==> src/rtl/alu_exec_unit.sv <==
// Execute-stage ALU: single-cycle integer/branch ops plus a 4-lane signed
// 8-bit multiply-accumulate, with results held in a valid/ready output register.
module alu_exec_unit #(
    parameter int XLEN = 32
) (
    input  logic            clk,
    input  logic            rst_n,
    input  logic            inValid,
    output logic            inReady,
    input  logic [4:0]      aluOp,
    input  logic [XLEN-1:0] opA,
    input  logic [XLEN-1:0] opB,
    input  logic            accClear,
    output logic            outValid,
    input  logic            outReady,
    output logic [XLEN-1:0] result,
    output logic            branchTaken,
    output logic            zero,
    output logic            illegalOp,
    output logic            busy
);

    localparam logic [4:0] OP_ADD  = 5'b00000;
    localparam logic [4:0] OP_SUB  = 5'b00001;
    localparam logic [4:0] OP_AND  = 5'b00010;
    localparam logic [4:0] OP_OR   = 5'b00011;
    localparam logic [4:0] OP_XOR  = 5'b00100;
    localparam logic [4:0] OP_SLL  = 5'b00101;
    localparam logic [4:0] OP_SRL  = 5'b00110;
    localparam logic [4:0] OP_SRA  = 5'b00111;
    localparam logic [4:0] OP_SLT  = 5'b01000;
    localparam logic [4:0] OP_SLTU = 5'b01001;
    localparam logic [4:0] OP_BEQ  = 5'b01010;
    localparam logic [4:0] OP_BNE  = 5'b01011;
    localparam logic [4:0] OP_BLT  = 5'b01100;
    localparam logic [4:0] OP_BGE  = 5'b01101;
    localparam logic [4:0] OP_BLTU = 5'b01110;
    localparam logic [4:0] OP_BGEU = 5'b01111;
    localparam logic [4:0] OP_VMAC = 5'b10000;

    typedef enum logic [0:0] {
        ST_IDLE = 1'b0,
        ST_MAC  = 1'b1
    } state_t;

    state_t          state_r;
    logic [1:0]      lane_r;
    logic [XLEN-1:0] acc_r;
    logic [XLEN-1:0] mac_a_r;
    logic [XLEN-1:0] mac_b_r;
    logic            out_valid_r;
    logic [XLEN-1:0] result_r;
    logic            branch_r;
    logic            zero_r;
    logic            illegal_r;

    logic            in_ready_s;
    logic            accept_s;
    logic            is_vmac_s;
    logic [XLEN-1:0] alu_result_s;
    logic            alu_branch_s;
    logic            alu_illegal_s;
    logic [XLEN-1:0] mac_sum_s;
    logic            load_s;
    logic [XLEN-1:0] load_result_s;
    logic            load_branch_s;
    logic            load_illegal_s;

    // Signed 8x8 product of one lane, sign-extended to the accumulator width
    function automatic logic [XLEN-1:0] lane_product(
        input logic [XLEN-1:0] a,
        input logic [XLEN-1:0] b,
        input logic [1:0]      k
    );
        logic signed [7:0]  la;
        logic signed [7:0]  lb;
        logic signed [15:0] p;
        la = a[{k, 3'b000} +: 8];
        lb = b[{k, 3'b000} +: 8];
        p  = la * lb;
        return {{(XLEN-16){p[15]}}, p};
    endfunction

    assign in_ready_s = (state_r == ST_IDLE) && (!out_valid_r || outReady);
    assign accept_s   = inValid && in_ready_s;
    assign is_vmac_s  = (aluOp == OP_VMAC);
    assign mac_sum_s  = acc_r + lane_product(mac_a_r, mac_b_r, lane_r);

    // Single-cycle integer and branch-compare datapath
    always_comb begin
        alu_result_s  = {XLEN{1'b0}};
        alu_branch_s  = 1'b0;
        alu_illegal_s = 1'b0;
        case (aluOp)
            OP_ADD:  alu_result_s = opA + opB;
            OP_SUB:  alu_result_s = opA - opB;
            OP_AND:  alu_result_s = opA & opB;
            OP_OR:   alu_result_s = opA | opB;
            OP_XOR:  alu_result_s = opA ^ opB;
            OP_SLL:  alu_result_s = opA << opB[4:0];
            OP_SRL:  alu_result_s = opA >> opB[4:0];
            OP_SRA:  alu_result_s = $signed(opA) >>> opB[4:0];
            OP_SLT:  alu_result_s = {{(XLEN-1){1'b0}}, ($signed(opA) < $signed(opB))};
            OP_SLTU: alu_result_s = {{(XLEN-1){1'b0}}, (opA < opB)};
            OP_BEQ:  alu_branch_s = (opA == opB);
            OP_BNE:  alu_branch_s = (opA != opB);
            OP_BLT:  alu_branch_s = ($signed(opA) < $signed(opB));
            OP_BGE:  alu_branch_s = ($signed(opA) >= $signed(opB));
            OP_BLTU: alu_branch_s = (opA < opB);
            OP_BGEU: alu_branch_s = (opA >= opB);
            OP_VMAC: alu_result_s = {XLEN{1'b0}};
            default: alu_illegal_s = 1'b1;
        endcase
    end

    // Select what, if anything, enters the output register this edge
    always_comb begin
        load_s         = 1'b0;
        load_result_s  = {XLEN{1'b0}};
        load_branch_s  = 1'b0;
        load_illegal_s = 1'b0;
        if ((state_r == ST_MAC) && (lane_r == 2'd3)) begin
            load_s        = 1'b1;
            load_result_s = mac_sum_s;
        end else if ((state_r == ST_IDLE) && accept_s && !is_vmac_s) begin
            load_s         = 1'b1;
            load_result_s  = alu_result_s;
            load_branch_s  = alu_branch_s;
            load_illegal_s = alu_illegal_s;
        end else begin
            load_s = 1'b0;
        end
    end

    // Control FSM: accumulator, lane counter and captured VMAC operands
    always_ff @(posedge clk or negedge rst_n) begin
        if (!rst_n) begin
            state_r <= ST_IDLE;
            lane_r  <= 2'd0;
            acc_r   <= {XLEN{1'b0}};
            mac_a_r <= {XLEN{1'b0}};
            mac_b_r <= {XLEN{1'b0}};
        end else begin
            case (state_r)
                ST_IDLE: begin
                    if (accept_s && is_vmac_s) begin
                        state_r <= ST_MAC;
                        lane_r  <= 2'd0;
                        mac_a_r <= opA;
                        mac_b_r <= opB;
                        if (accClear) begin
                            acc_r <= {XLEN{1'b0}};
                        end
                    end else if (!accept_s && accClear) begin
                        // An idle accClear with no request still clears acc
                        acc_r <= {XLEN{1'b0}};
                    end
                end
                ST_MAC: begin
                    acc_r  <= mac_sum_s;
                    lane_r <= lane_r + 2'd1;
                    if (lane_r == 2'd3) begin
                        state_r <= ST_IDLE;
                    end
                end
                default: begin
                    state_r <= ST_IDLE;
                    lane_r  <= 2'd0;
                end
            endcase
        end
    end

    // Output register: a new load wins over a drain on the same edge
    always_ff @(posedge clk or negedge rst_n) begin
        if (!rst_n) begin
            out_valid_r <= 1'b0;
            result_r    <= {XLEN{1'b0}};
            branch_r    <= 1'b0;
            zero_r      <= 1'b0;
            illegal_r   <= 1'b0;
        end else if (load_s) begin
            out_valid_r <= 1'b1;
            result_r    <= load_result_s;
            branch_r    <= load_branch_s;
            zero_r      <= (load_result_s == {XLEN{1'b0}});
            illegal_r   <= load_illegal_s;
        end else if (outReady) begin
            out_valid_r <= 1'b0;
        end
    end

    assign inReady     = in_ready_s;
    assign outValid    = out_valid_r;
    assign result      = result_r;
    assign branchTaken = branch_r;
    assign zero        = zero_r;
    assign illegalOp   = illegal_r;
    assign busy        = (state_r != ST_IDLE);

endmodule

==> config.mk <==
export PLATFORM = sky130hd
export DESIGN_NAME = alu_exec_unit
export DESIGN_NICKNAME = d
export VERILOG_FILES = /design/src/rtl/alu_exec_unit.sv
export SDC_FILE = /design/constraint.sdc
export NUM_CORES = 1
export LEC_CHECK = 0
export ABC_CLOCK_PERIOD_IN_PS = 10100
export CORE_ASPECT_RATIO = 1.25
export CORE_MARGIN = 2
export CORE_UTILIZATION = 40
export CTS_BUF_LIST = sky130_fd_sc_hd__clkbuf_8
export DETAILED_ROUTE_END_ITERATION = 12
export GPL_TIMING_DRIVEN = 0
export HOLD_SLACK_MARGIN = 0.12
export SLEW_MARGIN = 20
export SYNTH_ARGS = -nofsm -noshare
export SYNTH_HDL_FRONTEND = slang
export SYNTH_SLANG_ARGS = --single-unit
==> constraint.sdc <==
create_clock -name clk -period 10.1 [get_ports clk]
set_input_delay 2.525 -clock clk [delete_from_list [all_inputs] [get_ports clk]]
set_output_delay 2.525 -clock clk [all_outputs]
set_load 0.05 [all_outputs]
# Word level (Yosys, flattened, before mapping)
# Cells that the tools add are included.
dict set report totals {
  word_cells 89
  output_inout_bits 38
  in_bits 74
  ff_bits 135
}
dict set report classes {
  n_reduce_logical 17
  shift 5
  order_cmp 4
  mux 22
  bitwise 4
  multipliers 1
  n_addsub 4
  eq_ne 22
}
# op n
set op_table {}
lappend op_table {{one-hot mux 32 bit (10 select lines)} 1}
lappend op_table {{2-to-1 mux 32 bit} 5}
lappend op_table {{adder 32 bit} 2}
lappend op_table {{>= comparator 32 bit} 2}
lappend op_table {{< comparator 32 bit} 2}
lappend op_table {{one-hot mux 32 bit (2 select lines)} 1}
lappend op_table {{variable part select 32 x 6 -> 8 bit} 2}
lappend op_table {{== test 5 x 4 -> 1 bit (second input constant)} 8}
lappend op_table {{AND 32 bit} 1}
lappend op_table {{== test 32 bit} 1}
lappend op_table {{logical NOT 32 bit} 1}
lappend op_table {{!= test 32 bit} 1}
lappend op_table {{bitwise OR 32 bit} 1}
lappend op_table {{left shift 32 x 5 -> 32 bit} 1}
lappend op_table {{>> shifter 32 x 5 -> 32 bit} 1}
lappend op_table {{>>> shifter 32 x 5 -> 32 bit} 1}
lappend op_table {{subtractor 32 bit} 1}
lappend op_table {{XOR 32 bit} 1}
lappend op_table {{== test 5 x 3 -> 1 bit (second input constant)} 4}
lappend op_table {{OR reduction 17 bit} 1}
lappend op_table {{multiplier 8 x 8 -> 16 bit} 1}
lappend op_table {{2-to-1 mux 1 bit} 11}
lappend op_table {{== test 5 x 2 -> 1 bit (second input constant)} 2}
lappend op_table {{logical AND 1 bit} 7}
lappend op_table {{other kinds (17)} 20}

# Longest topological paths before layout
dict set report logic_depth {
  ltp_word 9
  mapped_depth 35
  ltp_nobuf 34
}

# Worst setup path before layout
# No wires, ideal clock.
dict set report synth_path {
  kind {register to register}
  start {register lane_r[0]}
  end {register zero_r, in the netlist zero}
  path_stages_with_launch 35
  t_arrival_ps 9039
  setup_ps 122
  slack_ps 940
  path_cell_list {dfrtp_1 > clkbuf_1 > clkbuf_1 > mux4_2 > and2_1 > fa_1 > inv_1 > fa_1 > inv_1 > fa_1 > inv_1 > fa_1 > inv_1 > ha_1 > o21ai_0 > nor2_1 > o41ai_1 > o21ai_0 > o21a_1 > o21ai_0 > nand2b_1 > xnor2_1 > ha_1 > a21oi_1 > nand2_1 > a221oi_1 > a31oi_1 > o21ai_0 > a32oi_1 > a221o_1 > a21o_1 > a21oi_1 > xnor2_1 > a2bb2oi_1 > a32o_1}
}
dict set report synth_via {
  elab_chain_cells 5
  elab_cells_between_ends 9
}
# element line
set synth_lines {}
lappend synth_lines {{from (decl)} 47} ;# logic [1:0] lane_r;
lappend synth_lines {{from (signal assigned)} 161} ;# lane_r <= lane_r + 2'd1;
lappend synth_lines {{variable part select 32 x 6 -> 8 bit (on tied branches)} {78, 79}}
lappend synth_lines {{multiplier 8 x 8 -> 16 bit} 80} ;# p = la * lb;
lappend synth_lines {{adder 32 bit} 87} ;# assign mac_sum_s = acc_r + lane_product(mac_a_r, mac_b_r, lane_r);
lappend synth_lines {{2-to-1 mux 32 bit} 122} ;# if ((state_r == ST_MAC) && (lane_r == 2'd3)) begin
lappend synth_lines {{logical NOT 32 bit} 186} ;# zero_r <= (load_result_s == {XLEN{1'b0}});
lappend synth_lines {{to (signal assigned)} 186}
lappend synth_lines {{to (decl)} 54} ;# logic zero_r;
# Several ways; a longest one is shown, not always the timed one.
# A chain may end at the register's enable or synchronous reset.

# Worst setup path after layout
dict set report layout_path {
  start {input opB[1]}
  end {register zero_r, in the netlist zero}
}
dict set report layout_via {
  elab_chain_cells 5
  elab_cells_between_ends 14
}
# element line
set layout_lines {}
lappend layout_lines {{from (decl)} 12} ;# input logic [XLEN-1:0] opB,
lappend layout_lines {{subtractor 32 bit, or another cell as far along} 96} ;# OP_SUB: alu_result_s = opA - opB;
lappend layout_lines {{one-hot mux 32 bit (10 select lines) (*)} 94} ;# case (aluOp)
lappend layout_lines {{2-to-1 mux 32 bit (*)} 125} ;# end else if ((state_r == ST_IDLE) && accept_s && !is_vmac_s) begin
lappend layout_lines {{2-to-1 mux 32 bit (*)} 122}
lappend layout_lines {{logical NOT 32 bit (*)} 186}
# Mark *: on every way between the ends. The rest lies on a longest branch, timed or not.

==> out/summary.txt <==
Initial Util = 40.5%
die area = 48400 µm²
maxcap violations = 0
clock transition at the registers of the reported paths = 0.08 ns
Synth area leader = dfrtp_1
register area share after synthesis = 18.1%
grt total ovfl = 0
Clock Skew = 0.0163 ns
final WL = 99.0 mm
area of the multi-input gates = 14200 µm²
die span in x = 197 µm
VDD IR max = 0.245 mV
DPL Wire Length = 80.1 mm
Synth Area per Inst = 8.43 µm²
layout cells sized above 1 = 9.58%
pwr dens = 298 nW/µm²
Slew HR = 21.7%
Final GP Congestion = 1.04
net switching power = 3610 µW
P&R area growth vs syn = 12.4%
Clk pwr share = 7.4%
Die Ht = 246 µm
synth unique cells = 92
Internal = 2650 µW
post-route design area = 21000 µm²
storage element area = 3380 µm²
Post-synth EDFFs = 0
top cells by area, synth = dfrtp_1 (18%), ha_1 (11%), fa_1 (6.2%), mux4_2 (5.9%), mux2_2 (5.7%)
Final Total Pwr = 6260 µW
CTS max path bufs = 2
IO buf count = 108
most common cell after layout, fill and taps aside = nand2_1
CP Data Required Time = 10.52 ns
sequential power share = 12.2%
number of global-route vias before repair = 19.5k
Avg Vias per Cell = 6.72
Worst-Skew Late Latency = 0.50 ns
post-route ant nets = 0
crit end category = register
gr usage total = 40.5%
vias = 19.8k
Initial DRC Count = 1956
commonest cells after routing, fill and taps aside = nand2_1 (206), inv_1 (183), ha_1 (158)
H-tree depth = 4
fmax = 0.101 GHz
Placed Area = 20600 µm²
actual slew at the worst max-slew pin = 1.16 ns
Worst setup SP type = input port
final setup fails = 0
final worst-path cycle share = 97.7%
critical path class = input port to register
synthesis-stage register bit count = 135
Rows = 88
drt first pass iters = 6
FILL cells = 4635
largest net degree at the start of global routing = 91
Worst EP arrival = 10.29 ns
DRC violations left = 0
Tmin final = 9.87 ns
Synth top area share = 18.1%
post-DR wirelength/cell = 33.6 µm
Synthesis Warnings = 0
CP Max Fanout = 11
Net Sw Frac = 57.6%
final number of hold-violating endpoints = 0
CTS buffer count = 17
buffer count from post-CTS setup fixing = 0
CTS tree = built
Synth Cell Area = 18700 µm²
placeable core region = 46100 µm²
initial antenna violation count = 2
Syn Inst Count = 2216
status = finished, final reports clean
NumNets Final = 2636
CTS root buffer = clkbuf_8
prevailing post-synth register cell = dfrtp_1
first-pass GRT wire length = 140 mm
Comb pwr share = 80.4%
leakage = 0.00924 µW
Slew Viols, Final = 0
Synth Net Count = 2506
CTS sink cnt = 135
FFs w/ async S/R, synth = 100%
Sum Neg Setup Slack = 0 ns
Worst Hold Class = register to register
IO Pins = 112
## metrics by stage
step / std cells / worst slack (ns) / hold WS [ns] / utilization (%)
after floorplan: 2216 / 0.940 / 0.455 / -
after global placement: 2909 / -1.54 / 0.462 / 44.4
after detailed placement: 2912 / -0.346 / 0.467 / 44.6
after CTS: 2944 / 0.0995 / 0.488 / 45.4
after global routing: 2944 / -0.00353 / 0.503 / 45.5
final: 2945 / 0.230 / 0.486 / 45.5
## metal layers
layer | track usage [%] | wire, µm
met1 | 47.1 | 36300
met2 | 66.4 | 45400
met3 | 6.60 | 7820
met4 | 31.4 | 9390
met5 | 0 | 13
## path summary, 6_finish.rpt
kind,end,cells past startpoint,start,slack (ns)
setup / recovery,zero$_DFFE_PN0P_,19,opB[1],0.23
hold / removal,result[1]$_DFFE_PN0P_,2,result[1]$_DFFE_PN0P_,0.49
hold reg to reg,result[1]$_DFFE_PN0P_,2,result[1]$_DFFE_PN0P_,0.49
max in group asynchronous,mac_b_r[4]$_DFFE_PN0P_,2,rst_n,7.39
setup reg to reg,zero$_DFFE_PN0P_,34,lane_r[0]$_DFFE_PN0P_,0.59
min in group asynchronous,result[31]$_DFFE_PN0P_,1,rst_n,1.91
## cell usage after synthesis, types with 26 or more instances
master,instances
a211oi_1,37
mux4_2,49
ha_1,158
inv_1,182
o21ai_0,96
nand2b_1,26
fa_1,58
nand3_1,49
nor3_1,49
a21oi_1,136
nand2_1,206
and2_1,53
clkbuf_1,96
a21o_1,43
mux2_2,94
mux2i_1,37
nor2_1,125
a22o_1,31
dfrtp_1,135
xnor2_1,43
a22oi_1,33
## power by group through the flow
stage | Clock [µW] | Combinational (µW) | Sequential (µW)
finish | 465 | 5030 | 761
global route | 489 | 5450 | 775
CTS | 469 | 4940 | 760
detailed placement | 0 | 4920 | 771
global placement | 0 | 4770 | 764
floorplan | 0 | 3170 | 898
## state kept, by name, indices dropped and copies added, names as in the netlist
register     flops
illegalOp        1
zero             1
lane_r           2
busy             1
mac_a_r         32
branchTaken      1
mac_b_r         32
outValid         1
result          32
acc_r           32
## area by class of cell
type | count | area share (%)
Multi-Input combinational cell | 1770 | 67.4
Sequential cell | 135 | 16.1
Timing Repair Buffer | 111 | 5.38
Tap cell | 585 | 3.49
Inverter | 184 | 3.29
Buffer | 127 | 2.46
Clock buffer | 18 | 1.18
Clock inverter | 14 | 0.661
Antenna cell | 1 | 0.0119
## critical path, cell delays in order
cell,delay (ns)
clkdlybuf4s50_1,0.73
buf_4,0.37
buf_4,0.22
inv_2,0.23
buf_1,0.60
buf_1,0.79
ha_1,0.33
nor2_1,0.08
o311ai_0,0.86
o211ai_1,0.38
a21oi_1,0.61
o221ai_1,0.34
xnor2_1,0.20
a211oi_1,0.66
o22ai_1,0.24
a221oi_1,0.25
nand4_1,0.15
nor4_1,0.46
a32o_1,0.23
## kinds of logic after synthesis
family	Yosys count	synth area share, %
flip-flops	135	18.1
buffers and inverters	311	6.41
AND/OR/NAND/NOR	633	16.5
AO/OA/AOI/OAI	675	25.5
XOR/XNOR	65	3.05
adder cells (fa/ha/maj)	216	16.8
multiplexers	181	13.6
## timing repair
action	in CTS	in global routing
gates resized for setup	2	10
hold buffers	0	0
setup endpoints to repair	3	4
Note: power is estimated with default switching activity, not from simulation.
